## config.mk

```make
export PLATFORM = sky130hd
export DESIGN_NAME = fv_dup_scheduler
export DESIGN_NICKNAME = d
export VERILOG_FILES = /design/src/rtl/fv_dup_scheduler.sv
export SDC_FILE = /design/constraint.sdc
export NUM_CORES = 1
export LEC_CHECK = 0
export ABC_AREA = 1
export CAP_MARGIN = 20
export CORE_MARGIN = 2
export CORE_UTILIZATION = 45
export DETAILED_ROUTE_END_ITERATION = 10
export DONT_BUFFER_PORTS = 1
export SLEW_MARGIN = 20
export SYNTH_ARGS = -nofsm -noshare
export SYNTH_HDL_FRONTEND = slang
export SYNTH_SLANG_ARGS = --single-unit
```

## constraint.sdc

```tcl
create_clock -name clk -period 8.12 [get_ports clk]
set_clock_uncertainty 0.15 [all_clocks]
set_input_delay 2.436 -clock clk [delete_from_list [all_inputs] [get_ports clk]]
set_output_delay 2.436 -clock clk [all_outputs]
set_load 0.1 [all_outputs]
```

## src/rtl/fv_dup_scheduler.sv

```systemverilog
// fv_dup_scheduler: issue sequencer between the fetch and execute trackers of
// the FV duplicate-checking core. It turns the free solver choices (dup,
// dup-sync, bubble) into a single-issue-per-cycle schedule. It also tracks how
// many duplicates are in flight, so that a sync marker is only sent once EX has drained.
module fv_dup_scheduler #(
    parameter int MAX_OUTSTANDING = 8,
    parameter int CNT_W           = 4,
    parameter int MAX_BUBBLES     = 3,
    parameter int SYNC_TIMEOUT    = 64
) (
    input  logic             clk,
    input  logic             reset,
    input  logic             if_instr_valid,
    input  logic             if_stall,
    input  logic             if_kill,
    input  logic             ex_queue_full,
    input  logic             no_uncommitted_instr,
    input  logic             attempt_dup,
    input  logic             attempt_dup_sync,
    input  logic             insert_bubble,
    input  logic             commit_dup,
    input  logic [CNT_W-1:0] killed_dups,
    output logic             issue_orig,
    output logic             issue_dup,
    output logic             issue_dup_sync,
    output logic             issue_bubble,
    output logic             consume,
    output logic [CNT_W-1:0] outstanding_dups,
    output logic [1:0]       sched_state,
    output logic             sched_error
);

    localparam logic [1:0] ST_IDLE      = 2'd0;
    localparam logic [1:0] ST_DUP       = 2'd1;
    localparam logic [1:0] ST_SYNC_WAIT = 2'd2;

    localparam int BUB_W  = $clog2(MAX_BUBBLES + 1);
    localparam int SYNC_W = $clog2(SYNC_TIMEOUT + 1);
    // Two bits of headroom: one for the sign, one so cur+1 never wraps.
    localparam int CALC_W = CNT_W + 2;

    logic [1:0]        state_r;
    logic [1:0]        state_next_s;
    logic [CNT_W-1:0]  outstanding_r;
    logic [CNT_W-1:0]  outstanding_next_s;
    logic [BUB_W-1:0]  bubble_cnt_r;
    logic [BUB_W-1:0]  bubble_cnt_next_s;
    logic [SYNC_W-1:0] sync_cnt_r;
    logic [SYNC_W-1:0] sync_cnt_next_s;
    logic              sched_error_r;

    logic              block_s;
    logic              active_s;
    logic              sync_go_s;
    logic              issue_orig_s;
    logic              issue_dup_s;
    logic              issue_dup_sync_s;
    logic              issue_bubble_s;
    logic              consume_s;
    logic [CALC_W-1:0] cnt_calc_s;
    logic              cnt_under_s;
    logic              cnt_over_s;
    logic              sync_timeout_s;

    assign block_s  = if_stall | ex_queue_full;
    // Issue decisions are made only outside reset, kill and back-pressure.
    assign active_s = ~reset & ~if_kill & ~block_s;

    // Output decode: at most one issue per cycle, from registered state and live inputs.
    always_comb begin
        issue_orig_s     = 1'b0;
        issue_dup_s      = 1'b0;
        issue_dup_sync_s = 1'b0;
        issue_bubble_s   = 1'b0;
        consume_s        = 1'b0;
        sync_go_s        = 1'b0;
        if (active_s) begin
            case (state_r)
                ST_IDLE: begin
                    if (insert_bubble && (bubble_cnt_r < BUB_W'(MAX_BUBBLES))) begin
                        issue_bubble_s = 1'b1;
                    end else if (if_instr_valid && attempt_dup_sync) begin
                        sync_go_s = 1'b1;
                    end else if (if_instr_valid) begin
                        issue_orig_s = 1'b1;
                        // Hold the fetch head when a duplicate copy will follow.
                        if (attempt_dup && (outstanding_r < CNT_W'(MAX_OUTSTANDING))) begin
                            consume_s = 1'b0;
                        end else begin
                            consume_s = 1'b1;
                        end
                    end else begin
                        issue_orig_s = 1'b0;
                    end
                end
                ST_DUP: begin
                    issue_dup_s = 1'b1;
                    consume_s   = 1'b1;
                end
                ST_SYNC_WAIT: begin
                    if (no_uncommitted_instr && (outstanding_r == {CNT_W{1'b0}})) begin
                        issue_dup_sync_s = 1'b1;
                    end else begin
                        issue_dup_sync_s = 1'b0;
                    end
                end
                default: begin
                    issue_orig_s = 1'b0;
                end
            endcase
        end else begin
            issue_orig_s = 1'b0;
        end
    end

    // Next-state decode; kill returns to IDLE from any state.
    always_comb begin
        state_next_s = state_r;
        if (reset || if_kill) begin
            state_next_s = ST_IDLE;
        end else begin
            case (state_r)
                ST_IDLE: begin
                    if (sync_go_s) begin
                        state_next_s = ST_SYNC_WAIT;
                    end else if (issue_orig_s && !consume_s) begin
                        state_next_s = ST_DUP;
                    end else begin
                        state_next_s = ST_IDLE;
                    end
                end
                ST_DUP: begin
                    if (issue_dup_s) begin
                        state_next_s = ST_IDLE;
                    end else begin
                        state_next_s = ST_DUP;
                    end
                end
                ST_SYNC_WAIT: begin
                    if (issue_dup_sync_s) begin
                        state_next_s = ST_IDLE;
                    end else begin
                        state_next_s = ST_SYNC_WAIT;
                    end
                end
                default: begin
                    state_next_s = ST_IDLE;
                end
            endcase
        end
    end

    // Outstanding-count arithmetic with signed headroom, clamping and error flags.
    always_comb begin
        cnt_calc_s = {2'b00, outstanding_r} + CALC_W'(issue_dup_s)
                   - CALC_W'(commit_dup) - {2'b00, killed_dups};
        cnt_under_s = cnt_calc_s[CALC_W-1];
        cnt_over_s  = ~cnt_calc_s[CALC_W-1] && (cnt_calc_s > CALC_W'(MAX_OUTSTANDING));
        if (cnt_under_s) begin
            outstanding_next_s = {CNT_W{1'b0}};
        end else if (cnt_over_s) begin
            outstanding_next_s = CNT_W'(MAX_OUTSTANDING);
        end else begin
            outstanding_next_s = cnt_calc_s[CNT_W-1:0];
        end
    end

    // Bubble run length and sync-wait age; both saturate at their limits.
    always_comb begin
        bubble_cnt_next_s = bubble_cnt_r;
        sync_cnt_next_s   = sync_cnt_r;
        sync_timeout_s    = 1'b0;
        if (if_kill) begin
            bubble_cnt_next_s = {BUB_W{1'b0}};
            sync_cnt_next_s   = {SYNC_W{1'b0}};
        end else begin
            if (block_s) begin
                bubble_cnt_next_s = bubble_cnt_r;
            end else if (issue_bubble_s) begin
                bubble_cnt_next_s = bubble_cnt_r + BUB_W'(1);
            end else begin
                bubble_cnt_next_s = {BUB_W{1'b0}};
            end
            if (state_r != ST_SYNC_WAIT || issue_dup_sync_s) begin
                sync_cnt_next_s = {SYNC_W{1'b0}};
            end else if (sync_cnt_r < SYNC_W'(SYNC_TIMEOUT)) begin
                sync_cnt_next_s = sync_cnt_r + SYNC_W'(1);
            end else begin
                sync_cnt_next_s = sync_cnt_r;
            end
            sync_timeout_s = (state_r == ST_SYNC_WAIT) &&
                             (sync_cnt_next_s == SYNC_W'(SYNC_TIMEOUT));
        end
    end

    // FSM state register.
    always_ff @(posedge clk) begin
        if (reset) begin
            state_r <= ST_IDLE;
        end else begin
            state_r <= state_next_s;
        end
    end

    // Counters and the sticky error flag.
    always_ff @(posedge clk) begin
        if (reset) begin
            outstanding_r <= {CNT_W{1'b0}};
            bubble_cnt_r  <= {BUB_W{1'b0}};
            sync_cnt_r    <= {SYNC_W{1'b0}};
            sched_error_r <= 1'b0;
        end else begin
            outstanding_r <= outstanding_next_s;
            bubble_cnt_r  <= bubble_cnt_next_s;
            sync_cnt_r    <= sync_cnt_next_s;
            sched_error_r <= sched_error_r | cnt_under_s | cnt_over_s | sync_timeout_s;
        end
    end

    assign issue_orig       = issue_orig_s;
    assign issue_dup        = issue_dup_s;
    assign issue_dup_sync   = issue_dup_sync_s;
    assign issue_bubble     = issue_bubble_s;
    assign consume          = consume_s;
    assign outstanding_dups = outstanding_r;
    assign sched_state      = state_r;
    assign sched_error      = sched_error_r;

endmodule

```

---- Yosys cells after proc, flatten, opt, wreduce, memory -nomap -nowiden ----
Index checks and enable logic that the tools add are counted.
word-level totals
  output and inout port bits .............. 12
  register bits ........................... 16
cells by class
  add/subtract/negate cells ............... 5
  order comparisons ....................... 4
  mux-type cells .......................... 34
  equal/unequal tests ..................... 4
  reductions and logical operators ........ 16
  bitwise gates (word level) .............. 10
operator list
  kind                                                                  count
  1-bit two-way mux                                                     25
  7-bit two-way mux                                                     3
  7-bit by 1-bit adder with 7-bit output, second input constant         1
  7-bit == test, second input constant                                  1
  1-bit logical AND                                                     7
  7-bit less-than comparator, second input constant                     1
  6-bit by 4-bit > comparator with 1-bit output, second input constant  1
  2-bit two-way mux                                                     3
  2-bit case mux with 3 select lines                                    1
  2-bit OR reduction                                                    3
  5-bit by 1-bit subtractor with 6-bit output                           1
  6-bit by 4-bit subtractor with 6-bit output                           1
  4-bit by 1-bit adder with 5-bit output                                1
  4-bit zero test                                                       1
  4-bit less-than comparator, second input constant                     1
  4-bit two-way mux                                                     1
  1-bit inverter                                                        4
  1-bit OR                                                              4
  3-bit OR reduction                                                    1
  2-bit by 1-bit adder with 2-bit output, second input constant         1
  1-bit bitwise AND                                                     2
  2-bit by 1-bit == test with 1-bit output, second input constant       1
  2-bit == test, second input constant                                  1
  2-bit zero test                                                       1
  other kinds (5)                                                       6

---- Depth between registers and ports, before layout ----
Gate-level depths: netlist (run 1).
  depth in word-level cells ............... 13
  mapped depth ............................ 16

---- Worst setup path before layout (run 1) ----
Ideal clock, no wire load.
  kind .................................... input to output
  start point ............................. input port ex_queue_full
  end point ............................... output port issue_dup_sync
  data arrival time ....................... 5,584 ps
  path buffers ............................ 0
  setup slack ............................. -50 ps
  stages .................................. 3
  required time ........................... 5,534 ps
  path through ............................ nor2_2 > nand2_2 > nor4_1
on the way
  word-level cells in the longest chain between the ends .. 4
ends and longest elaborated chain
  element            RTL line  source
  start, declared    16        input logic ex_queue_full,
  1-bit OR           65        assign block_s = if_stall | ex_queue_full;
  1-bit inverter     67        assign active_s = ~reset & ~if_kill & ~block_s;
  1-bit bitwise AND  67
  1-bit two-way mux  77        if (active_s) begin
  end, declared      25        output logic issue_dup_sync,
Every way passes these cells.

---- Final worst setup path (run 1) ----
  start point ............................. input port insert_bubble
  end point ............................... output port consume
on the way
  word-level cells in the longest chain between the ends .. 4
ends and longest elaborated chain
  element                             RTL line  source
  start, declared                     20        input logic insert_bubble,
  1-bit logical AND                   80        if (insert_bubble && (bubble_cnt_r < BUB_W'(MAX_BUBBLES))) begin
  1-bit two-way mux                   80
  1-bit case mux with 2 select lines  78        case (state_r)
  1-bit two-way mux                   77
  end, declared                       27        output logic consume,
Every way passes these cells.

==> flow_metrics.env, run 1 <==
export IMPL_maxSlewViolCount=0
export IMPL_diodes=0
export IMPL_yosysSeqAreaShare=0.2912
export IMPL_overflow=0
export IMPL_seqCellArea_um2=320.3
export IMPL_dieArea_um2=2855
export IMPL_num_vias=944
export IMPL_start_kind="primary input"
export IMPL_mostFrequentLayoutCells="inv_1, nor2_1, nand2_1"
export IMPL_wl_per_cell_um=11.35
export IMPL_clk_pin_slew_ns=0.09
export IMPL_period_share=0.7878
export IMPL_core_area_um2=2255
export IMPL_cts_buffers=3
export IMPL_worst_slew_pin_slew_ns=1.178
export IMPL_setup_tns_final_ns=0
export IMPL_pre_cts_slack_ns=1.716
export IMPL_hold_ws_ns=0.3234
export IMPL_ys_ff_latch=16
export IMPL_ir_drop_v=0.0001556
export IMPL_drive_above_1_share=0.1553
export IMPL_numClockSinks=16
export IMPL_numPortBuffers=0
export IMPL_final_antenna_net_count=0
export IMPL_leakagePower_nw=0.5697
export IMPL_dp_hpwl_um=1799
export IMPL_final_common_cell="inv_1"
export IMPL_path_class="in2out"
export IMPL_clk_latency_ns=0.28
export IMPL_drc=0
export IMPL_io_pins=27
export IMPL_end_kind="output port"
export IMPL_hp_class="reg2reg"
export IMPL_min_period_ns=6.397
export IMPL_crit_fanout=3
export IMPL_viasPerCell=4.995
export IMPL_antenna_found_initial=0
export IMPL_start_util=0.4878
export IMPL_clockRootBuffer="clkbuf_4"
export IMPL_gp_congestion=0.8431
export IMPL_utilization=0.5499
export IMPL_drt_iter0_drc=13
export IMPL_post_cts_resized=0
export IMPL_max_freq_ghz=0.1563
export IMPL_finalHoldViolations=0
export IMPL_syn2layout_area_growth_pct=12.74
export IMPL_clockBufferDepth=2
export IMPL_nFillCells=223
export IMPL_fin_nets=190
export IMPL_syn_inst=155
export IMPL_post_route_cell_area_um2=1240
export IMPL_instances_no_fill=189
export IMPL_drtPass1Iterations=4
export IMPL_multi_input_area_um2=666.9
export IMPL_cts_tree="done"
export IMPL_grt_pass1_wl_um=3594
export IMPL_syn_area_per_cell_um2=7.096
export IMPL_fin_ws_ns=1.723
export IMPL_setup_viol=0
export IMPL_relSlewSlack=0.2149
export IMPL_detailed_place_area_um2=1204
export IMPL_grt_max_degree=10
export IMPL_track_usage=0.1746
export IMPL_cts_hold_buf=0
export IMPL_ys_warn_count=0
export IMPL_dpl_cell_count=185
export IMPL_cp_arrival_ns=3.81
export IMPL_htreeDepth=1
export IMPL_grt_pass1_vias=881
export IMPL_rsz0062_at_grt="false"
export IMPL_maxCapViolCount=0
export IMPL_post_cts_buffers=0
export IMPL_total_power_mw=0.2007
export IMPL_yosysUniqueCellTypes=24
export IMPL_crit_required_ns=5.53
export IMPL_power_density_nw_per_um2=161.8
export IMPL_dieHeight_um=53.44
export IMPL_synthesis_area_um2=1100
export IMPL_std_cell_rows=17
export IMPL_status="complete, no violations"
export IMPL_mappedNetlistNets=183
export IMPL_finalWirelength_um=2145
export IMPL_die_w_um=53.44
## logic make-up after synthesis
family | synth area share
XOR/XNOR | 0.02276
flip-flops | 0.2912
adder cells (fa/ha/maj) | 0.1684
AND/OR/NAND/NOR | 0.2867
buffers and inverters | 0.1194
AO/OA/AOI/OAI | 0.1115
## Yosys cell counts
cell / n / area share
inv_1: 31 / 0.11
o21ai_2: 1 / 0.0080
nor2_1: 23 / 0.078
a21oi_2: 1 / 0.0080
nor4_1: 2 / 0.011
ha_1: 10 / 0.11
nand2_2: 4 / 0.023
inv_2: 4 / 0.014
nand3_1: 12 / 0.055
o21ai_0: 1 / 0.0045
a211oi_2: 1 / 0.011
dfxtp_1: 16 / 0.29
a21oi_1: 10 / 0.046
nand2_1: 21 / 0.072
xor2_2: 1 / 0.015
fa_1: 3 / 0.055
o21ai_1: 3 / 0.014
xor2_1: 1 / 0.0080
o21bai_1: 1 / 0.0068
nor2_2: 1 / 0.0057
nor3_1: 1 / 0.0045
a21o_1: 2 / 0.014
nor2_4: 2 / 0.020
nand4_1: 3 / 0.017
## where the power goes
part | switching (mW) | internal, mW
registers | 0.0211 | 0.0810
logic | 0.0282 | 0.0172
clock network | 0.0258 | 0.0273
## routing by layer
metal,global-route usage,share of wire
met1,0.2038,0.45
met2,0.3066,0.47
met3,0.03107,0.067
met4,0.07692,0.0079
met5,0,0
## sequential cells by signal, indices dropped and copies added (netlist names)
| name | cells |
|---|---|
| bubble_cnt_r | 2 |
| outstanding_dups | 4 |
| sync_cnt_r | 7 |
| sched_error | 1 |
| sched_state | 2 |
## layout make-up
cell class / instances / share of cell area
clock buffer: 4 / 0.02926
sequential: 16 / 0.2583
timing repair buffer: 2 / 0.04036
inverter: 35 / 0.1060
tap: 28 / 0.02825
multi-input combinational: 104 / 0.5378
## worst paths after layout
path                            cells after the start  slack, ns                          from                           end
worst max-delay path                                5       1.72                 insert_bubble                       consume
worst min-delay path                                2       0.32  bubble_cnt_r[1]$_SDFFE_PP0N_  bubble_cnt_r[1]$_SDFFE_PP0N_
worst max register to register                     16       3.49     sched_state[0]$_SDFF_PP0_        sched_error$_SDFF_PP0_
worst min register to register                      2       0.32  bubble_cnt_r[1]$_SDFFE_PP0N_  bubble_cnt_r[1]$_SDFFE_PP0N_
## worst max-delay path: stages
cell and delay [ns]:
inv_1 0.03, nor2_1 0.05, nor3_1 0.22, o21ai_1 0.12, a21oi_2 0.96
(Power assumes the default switching activity.)
==> run 2, diff against run 1 <==
- clock period: 8.12 -> 6.45 ns (I/O delays scaled with it)
==> run 2 against run 1 <==
Effect of this change:
- hold slack better by 0.0099 ns
- clock-buffer cell count shrank 1
- sequential cell count did not move
- combinational power rose by 26%
- sequential share of layout area about the same
- power grew 18%
- critical path type unchanged
- critical endpoint is now issue_bubble
==> flow_metrics.env, run 2 (synthesis gave the netlist of run 1 again) <==
export IMPL_min_period_ns=5.000
export IMPL_path_class="in2out"
export IMPL_dieHeight_um=53.44
export IMPL_critPathMaxStageDelay_ns=0.51
export IMPL_rsz0062_at_grt="false"
export IMPL_instances_no_fill=190
export IMPL_largest_reg_flops=7
export IMPL_fin_nets=192
export IMPL_hp_class="reg2reg"
export IMPL_power_density_nw_per_um2=190.1
export IMPL_clockBufferDepth=2
export IMPL_viasPerCell=5.111
export IMPL_grt_pass1_vias=925
export IMPL_clk_latency_ns=0.28
export IMPL_diodes=0
export IMPL_num_vias=971
export IMPL_top_register="sync_cnt_r"
export IMPL_leakagePower_nw=0.5734
export IMPL_cts_hold_buf=0
export IMPL_setup_tns_final_ns=0
export IMPL_max_freq_ghz=0.2000
export IMPL_drt_iter0_drc=20
export IMPL_detailed_place_area_um2=1219
export IMPL_drive_above_1_share=0.1605
export IMPL_nFillCells=236
export IMPL_hold_ws_ns=0.3333
export IMPL_final_antenna_net_count=0
export IMPL_syn2layout_area_growth_pct=12.86
export IMPL_mostFrequentLayoutCells="inv_1, nor2_1, nand2_1"
export IMPL_post_route_cell_area_um2=1241
export IMPL_end_kind="output port"
export IMPL_antenna_found_initial=0
export IMPL_netSwitchingPower_mw=0.09077
export IMPL_numPortBuffers=0
export IMPL_wl_per_cell_um=11.87
export IMPL_drc=0
export IMPL_maxSlewViolCount=0
export IMPL_ir_drop_v=0.0001198
export IMPL_dpl_cell_count=187
export IMPL_pwr_share_clk=0.213
export IMPL_grt_pass1_wl_um=3788
export IMPL_post_cts_resized=0
export IMPL_grt_max_degree=9
export IMPL_dieArea_um2=2855
export IMPL_drtPass1Iterations=4
export IMPL_cp_slowest_cell="nor2_4"
export IMPL_cts_tree="done"
export IMPL_final_common_cell="inv_1"
export IMPL_post_cts_buffers=0
export IMPL_std_cell_rows=17
export IMPL_cpMostUsedCell="nand2_2"
export IMPL_status="complete, no violations"
export IMPL_start_kind="primary input"
export IMPL_seqPwrFrac=0.544
export IMPL_crit_fanout=6
export IMPL_track_usage=0.1858
export IMPL_cts_buffers=3
export IMPL_power_internal_mw=0.1452
export IMPL_numClockSinks=16
export IMPL_crit_required_ns=4.37
export IMPL_comb_power_share=0.243
export IMPL_gp_congestion=0.8488
export IMPL_die_w_um=53.44
export IMPL_core_area_um2=2255
export IMPL_finalWirelength_um=2256
export IMPL_overflow=0
export IMPL_cp_arrival_ns=2.91
export IMPL_relSlewSlack=0.2868
export IMPL_finalHoldViolations=0
export IMPL_setup_viol=0
export IMPL_clockRootBuffer="clkbuf_4"
export IMPL_period_share=0.7752
export IMPL_worst_slew_pin_slew_ns=1.068
export IMPL_start_util=0.4878
export IMPL_clk_pin_slew_ns=0.08
export IMPL_htreeDepth=1
export IMPL_io_pins=27
export IMPL_dp_hpwl_um=1954
export IMPL_utilization=0.5505
export IMPL_switching_share=0.3847
export IMPL_crit_chain="nor2_2 > nand2_2 > inv_2 > nand2_2 > nor2_4"
export IMPL_maxCapViolCount=0
## run 2: cell types whose count changed in the layout (fill, tap and decap cells not counted), sizes merged
cell    before  now
buf          0    2
clkbuf       6    5
## run 2: routing by layer
layer  up-vias  part of all wire  routed length, um  global-route usage
met4         0             0.017                 39             0.07692
met2        31              0.48               1073              0.3251
li1        505                 -                  -                   -
met5         -                 0                  0                   0
met1       430              0.43                974              0.2228
met3         5             0.074                168             0.02825
## run 2: area by class of cell
| cell class | count | area [um2] | share of cell area |
|---|---|---|---|
| multi-input cells | 104 | 666.9 | 0.5373 |
| flip-flops and latches | 16 | 320.3 | 0.2581 |
| inverters | 35 | 131.4 | 0.1058 |
| repair buffers | 4 | 65.06 | 0.05242 |
| well taps | 28 | 35.03 | 0.02823 |
| clock buffers | 3 | 22.52 | 0.01815 |
## run 2: path summary, 6_finish.rpt
| path | from | end | slack [ns] | depth (start not counted) |
|---|---|---|---|---|
| worst max-delay path | ex_queue_full | issue_bubble | 1.45 | 5 |
| worst min-delay path | bubble_cnt_r[1]$_SDFFE_PP0N_ | bubble_cnt_r[1]$_SDFFE_PP0N_ | 0.33 | 2 |
| worst max register to register | sched_state[0]$_SDFF_PP0_ | sched_error$_SDFF_PP0_ | 2.32 | 17 |
| worst min register to register | bubble_cnt_r[1]$_SDFFE_PP0N_ | bubble_cnt_r[1]$_SDFFE_PP0N_ | 0.33 | 2 |
## run 2: stage by stage
step           setup slack, ns  total power [mW]
2_1_floorplan          -0.7178            0.1754
3_3_place_gp             1.462            0.1842
3_5_place_dp             1.443            0.1884
4_1_cts                  1.440            0.2405
5_1_grt                  1.358            0.2545
6_report                 1.450            0.2360
## run 2: worst max-delay path: cells and delay by family
kind	cells	cell delay [ns]
buf+inv	1	0.10
simple gates	4	0.88
## run 2: power groups by stage
stage	logic (mW)	registers (mW)	clock network [mW]
3_3_place_gp	0.0534	0.131	0
3_5_place_dp	0.0576	0.131	0
6_report	0.0573	0.128	0.0503
4_1_cts	0.0577	0.129	0.0542
2_1_floorplan	0.0458	0.130	0
5_1_grt	0.0663	0.129	0.0589
==> run 3, diff against run 2 <==
- clock period: 6.45 -> 4.2 ns (I/O delays scaled with it)
==> run 3 against run 2 <==
Effect of this change:
- cell count is 3.7% higher
- via count is 0.41% lower
- die area stayed put
- register-to-register slack worse by 1.3 ns
- critical path type unchanged
==> flow_metrics.env, run 3 (synthesis gave the netlist of run 1 again) <==
export IMPL_status="complete, no violations"
export IMPL_drive_above_1_share=0.2189
export IMPL_dp_hpwl_um=1930
export IMPL_fin_nets=199
export IMPL_io_pins=27
export IMPL_grt_max_degree=9
export IMPL_maxSlewViolCount=0
export IMPL_utilization=0.5760
export IMPL_die_w_um=53.44
export IMPL_worst_slew_pin_slew_ns=1.026
export IMPL_dieHeight_um=53.44
export IMPL_ir_drop_v=0.0001873
export IMPL_clockBufferDepth=2
export IMPL_maxCapViolCount=0
export IMPL_core_area_um2=2255
export IMPL_drt_iter0_drc=10
export IMPL_final_antenna_net_count=0
export IMPL_cts_tree="done"
export IMPL_clk_pin_slew_ns=0.09
export IMPL_largest_reg_flops=7
export IMPL_overflow=0
export IMPL_diodes=0
export IMPL_power_density_nw_per_um2=286.4
export IMPL_track_usage=0.1864
export IMPL_antenna_found_initial=0
export IMPL_syn2layout_area_growth_pct=18.09
export IMPL_wl_per_cell_um=11.47
export IMPL_clk_latency_ns=0.28
export IMPL_total_power_mw=0.3720
export IMPL_crit_required_ns=2.79
export IMPL_relSlewSlack=0.3150
export IMPL_end_kind="output port"
export IMPL_cts_hold_buf=0
export IMPL_gp_congestion=0.8171
export IMPL_setup_viol=0
export IMPL_numPortBuffers=0
export IMPL_mostFrequentLayoutCells="inv_1, nor2_1, nand2_1"
export IMPL_final_common_cell="inv_1"
export IMPL_finalWirelength_um=2260
export IMPL_finalHoldViolations=0
export IMPL_std_cell_rows=17
export IMPL_rsz0062_at_grt="false"
export IMPL_dieArea_um2=2855
export IMPL_top_register="sync_cnt_r"
export IMPL_clockRootBuffer="clkbuf_4"
export IMPL_num_vias=967
export IMPL_htreeDepth=1
export IMPL_viasPerCell=4.909
export IMPL_grt_pass1_wl_um=3822
export IMPL_post_cts_resized=0
export IMPL_cp_arrival_ns=2.18
export IMPL_min_period_ns=3.585
export IMPL_nFillCells=225
export IMPL_hp_class="reg2reg"
export IMPL_multi_input_area_um2=706.9
export IMPL_drtPass1Iterations=4
export IMPL_drc=0
export IMPL_post_cts_buffers=0
export IMPL_path_class="in2out"
export IMPL_leakagePower_nw=0.6067
export IMPL_max_freq_ghz=0.2789
export IMPL_start_util=0.4878
export IMPL_seqCellArea_um2=320.3
export IMPL_crit_fanout=6
export IMPL_cts_buffers=3
export IMPL_period_share=0.8536
export IMPL_numClockSinks=16
export IMPL_grt_pass1_vias=964
export IMPL_start_kind="primary input"
-- run 3: cell types whose count changed in the layout (fill, tap and decap cells not counted), sizes merged --
cell and delta:
clkbuf -2, buf +9
-- run 3: routing by layer --
metal  up-vias  GRT usage  wire [um]
met5         -          0          0
met4         0    0.07692         17
met2        21     0.3313       1106
met3         2    0.03390        138
met1       428     0.2159        997
li1        516          -          -
-- run 3: final timing paths --
| path | start | to | slack, ns | cells after the start |
|---|---|---|---|---|
| worst max-delay path | reset | issue_bubble | 0.61 | 5 |
| worst min-delay path | bubble_cnt_r[1]$_SDFFE_PP0N_ | bubble_cnt_r[1]$_SDFFE_PP0N_ | 0.33 | 2 |
| worst max register to register | sched_state[0]$_SDFF_PP0_ | sched_error$_SDFF_PP0_ | 1.01 | 17 |
| worst min register to register | bubble_cnt_r[1]$_SDFFE_PP0N_ | bubble_cnt_r[1]$_SDFFE_PP0N_ | 0.33 | 2 |
-- run 3: stage by stage --
stage	instances	hold slack (ns)	setup slack (ns)	instance area [um2]	setup TNS (ns)
after floorplan	155	0.2973	-0.4167	1137	-1.154
after global placement	194	0.3076	0.4272	1276	0
after detailed placement	194	0.3168	0.3950	1276	0
after CTS	197	0.3308	0.6079	1299	0
after global routing	197	0.3698	0.5603	1299	0
final	197	0.3259	0.6147	1299	0
-- run 3: report_power, final --
group | leakage (nW) | total (mW) | switching [mW] | internal [mW]
Clock | 0.0138 | 0.0802 | 0.0470 | 0.0333
Sequential | 0.129 | 0.168 | 0.0118 | 0.157
Combinational | 0.463 | 0.123 | 0.0858 | 0.0375
-- run 3: worst max-delay path, cell delays in order --
cell and delay (ns):
nor2_4 0.14, nand2_4 0.12, inv_2 0.10, nand2_2 0.06
nor2_4 0.49
-- run 3: cell type report --
type / count / share of cell area
multi-input combinational: 104 / 0.5443
sequential: 16 / 0.2466
inverter: 35 / 0.1012
timing repair buffer: 11 / 0.06358
tap: 28 / 0.02697
clock buffer: 3 / 0.01734
